**config.mk**
```make
export PLATFORM = sky130hd
export DESIGN_NAME = data_mem
export DESIGN_NICKNAME = d
export VERILOG_FILES = /design/src/rtl/data_mem.sv
export SDC_FILE = /design/constraint.sdc
export NUM_CORES = 1
export LEC_CHECK = 0
export CAP_MARGIN = 20
export CELL_PAD_IN_SITES_DETAIL_PLACEMENT = 2
export CELL_PAD_IN_SITES_GLOBAL_PLACEMENT = 2
export CORE_ASPECT_RATIO = 1.5
export CORE_MARGIN = 2
export CORE_UTILIZATION = 43
export CTS_CLUSTER_SIZE = 40
export DETAILED_ROUTE_END_ITERATION = 8
export PLACE_DENSITY = 0.88
export SYNTH_ARGS = -nofsm -noshare
export SYNTH_HDL_FRONTEND = slang
export SYNTH_SLANG_ARGS = --single-unit
```
**constraint.sdc**
```tcl
create_clock -name clk -period 1.3 [get_ports clk]
set_input_delay 0.325 -clock clk [delete_from_list [all_inputs] [get_ports clk]]
set_output_delay 0.325 -clock clk [all_outputs]
set_load 0.02 [all_outputs]
```
**src/rtl/data_mem.sv**
```systemverilog
// data_mem: simple dual-port synchronous data memory (frame-buffer storage).
// One write port and one registered read port with independent addresses on
// a shared clock. Both enables are active-low. Reset asynchronously clears
// every stored word and the read register.

module data_mem #(
    parameter int DATA_WIDTH = 16,
    parameter int ADDR_WIDTH = 3
) (
    input  logic                  clk,
    input  logic                  reset,
    input  logic                  wr_en,
    input  logic                  rd_en,
    input  logic [ADDR_WIDTH-1:0] wr_addr,
    input  logic [ADDR_WIDTH-1:0] rd_addr,
    input  logic [DATA_WIDTH-1:0] wr_data,
    output logic [DATA_WIDTH-1:0] rd_data
);

    localparam int DEPTH = 1 << ADDR_WIDTH;

    logic [DATA_WIDTH-1:0] r_mem [DEPTH];
    logic [DATA_WIDTH-1:0] r_rd_data;

    // Storage array: cleared on reset, written when wr_en is low.
    // NOTE: the contents must read back as zero right after reset, so the
    // array is built from resettable flops rather than a RAM macro; a RAM
    // cannot be cleared asynchronously in one step.
    always_ff @(posedge clk or negedge reset) begin
        if (!reset) begin
            for (int i = 0; i < DEPTH; i++) begin
                r_mem[i] <= '0;
            end
        end else if (!wr_en) begin
            // NOTE: non-blocking update is what makes a same-address read in
            // this cycle see the old word (read-before-write).
            r_mem[wr_addr] <= wr_data;
        end
    end

    // Registered read port: loads on rd_en low, otherwise holds its value.
    always_ff @(posedge clk or negedge reset) begin
        if (!reset) begin
            r_rd_data <= '0;
        end else if (!rd_en) begin
            r_rd_data <= r_mem[rd_addr];
        end
    end

    assign rd_data = r_rd_data;

endmodule

```
==> results.toml <==
[final_layout]
syn_to_final_growth_pct = 31.4
multi_input_area_um2 = 3020
final_cell_area_um2 = 8560
drive_gt1_share_pct = 51.9
final_cell_mix = "dfrtp_1, mux2_2, mux2_4"
register_area_um2 = 3600
fin_cells = 738
final_core_util_pct = 57.3
nFillCells = 1310
final_common_cell = "dfrtp_1"
fin_nets = 551

[floorplanning]
start_util_pct = 43.6
die_y_um = 155
design.die.area_um2 = 16200
rows = 55
fp.coreArea_um2 = 14900
io_pins = 42
die_w_um = 104

[worst_setup_path]
crit_path_end_kind = "primary output"
worstPathArrival_ns = 1.02
cp_slowest_cell = "dfrtp_1"
worst_ep_required_time_ns = 0.98
slowest_delay_ns = 0.43
r2r-start = "r_mem[17]"
start_kind = "flip-flop"
ff2ff_setup_slack_ns = 0.04
r2r-end = "rd_data[1]"
critPathBufInv = 1
critPathMaxFanout = 2
crit_family = "flip-flops"
reg2reg_depth = 3
path_cells = "buf_6"
worstSetupPathType = "reg -> out"

[sta]
setup_viol = 8
finalMaxSlewViolations = 0
fin_crit_sh_pct = 103
worst_pin_slew_ns = 0.504
setup_tns_ns = -0.248
finalHoldViolCount = 0
relSlewSlack_pct = 66.3
fin_ws_ns = -0.0424
rsz0062_at_grt = "true"
min_period_ns = 1.34
fmax_mhz = 745
clock_skew_ns = 0.0123

[job]
cap_violations = 0

[route]
wire_per_inst_um = 34.0
vias = 4358
drc = 0
finalWirelength_um = 25100
dr.first_iter.drc_count = 223
viasPerCell = 5.91
first_pass_iters = 4
postRouteAntennaNets = 0

[global_routing]
use_met3_pct = 6.57
antenna_found_initial = 1
grt_pass1_wl_um = 37100
grt_pass1_vias = 5279
grt_use_met2_pct = 57.8
grt-busiest-layer = "met2"
overflow = 0
grt_max_degree = 36
grt_use_met1_pct = 36.1
grt_usage_pct = 32.4

[synth]
ys_ff_latch = 144
synthCells = 443
synth_top_area_share_pct = 55.3
synthXorXnorAreaFrac_pct = 0
syn_area_um2 = 6510
synth_compound_area_share_pct = 5.53
synth_top_family_by_area = "multiplexers"
yosys_warnings = 0
synth-seq-area-share_pct = 55.3
yosys.area_share.simple_pct = 3.38
yosys.area_share.adder_pct = 0
muxShareOfSynthArea_pct = 33.2
synth_top_cell_by_area = "dfrtp_1"
synth.area.top_cells = "dfrtp_1, mux2_2, mux2i_1, mux2_4, a22o_1"
ys_types = 23
syn_nets = 469
avgSynthCellArea_um2 = 14.7

[worst_hold_path]
min-delay-path-class = "in -> async"

[placed_design]
hpwl_um = 11800
portBuffers = 41
place_area_um2 = 7670
dp.cells = 683
gp_congestion = 0.762

[clock_network]
cts_max_path_buffers = 2
ctsRootBufferMaster = "clkbuf_16"
clock_sinks = 144
cts-htree-levels = 4
cts_tree = "built"
clk_latency_ns = 0.44
cts_made_buffers = 17
clk_pin_slew_ns = 0.06

[power]
vdd_drop_max_mv = 1.05
p_leak_uw = 0.00384
p_total_uw = 14800
power_density_nw_per_um2 = 1730

[status]
status = "finished with violations"
violations = "setup timing"
==> routing by layer <==
layer | routed length (µm) | vias up
met5 | 0 | -
met4 | 1080 | 0
met3 | 1060 | 69
met2 | 13400 | 151
met1 | 9600 | 2343
li1 | - | 1795
==> per-stage QoR <==
step                setup slack [ns]  hold WS (ns)
CTS                          -0.0611         0.319
global placement              -0.666         0.204
detailed placement            -0.753         0.195
finish                       -0.0424         0.330
global route                 -0.0681         0.341
floorplan                     -0.263        0.0294
==> synth_stat cells <==
library cell,number
nor2b_1,1
or2_1,1
nor2_1,1
o31ai_1,16
o22ai_1,16
nand2_2,1
nor2_2,2
buf_2,6
nand2_1,17
mux2_4,10
dfrtp_1,144
nor4_4,1
nand2b_2,1
nand2b_4,1
nand2b_1,2
a22o_1,16
clkbuf_1,9
buf_4,8
buf_6,4
mux2i_1,32
mux2_2,145
mux2_1,5
nor3_4,4
==> layout make-up <==
class                      count  area share [%]
clock buffer                  20            5.45
timing repair buffer          90            12.6
multi-input combinational    272            35.3
antenna                        1          0.0292
tap                          199            2.91
clock inverter                12            1.56
sequential                   144            42.1
==> kinds of logic after synthesis <==
kind of cell | Yosys count
muxes | 192
DFF | 144
AOI/OAI and AO/OA | 48
and+or+nand+nor | 32
buffers and inverters | 27
==> registers in the layout (all words and copies together), names as in the netlist <==
name / count
r_mem: 128
rd_data: 16
==> timing repair <==
item	in CTS	in global routing
gates cloned	2	0
hold buffers	1	0
hold endpoints to repair	14	0
gates resized for setup	129	3
endpoints found under the setup margin	160	23
pin swaps	3	1
setup buffers	11	8
==> power by group <==
part	switching (µW)	internal (µW)	leakage, µW
sequential	851	5460	0.00173
combinational	1470	1880	0.00182
clock	2150	2990	0.000292
total	4460	10300	0.00384
==> how the worst max path moves through the flow <==
stage                      from          end  slack (ns)  cells past startpoint
global placement     wr_addr[2]   r_mem[112]       -0.67                      5
floorplan                 wr_en   r_mem[101]       -0.26                      5
CTS                 rd_data[15]  rd_data[15]       -0.06                      1
finish              rd_data[15]  rd_data[15]       -0.04                      1
global route        rd_data[14]  rd_data[14]       -0.07                      1
detailed placement   wr_addr[2]   r_mem[126]       -0.75                      5
Power figures use the tool's default switching activity.
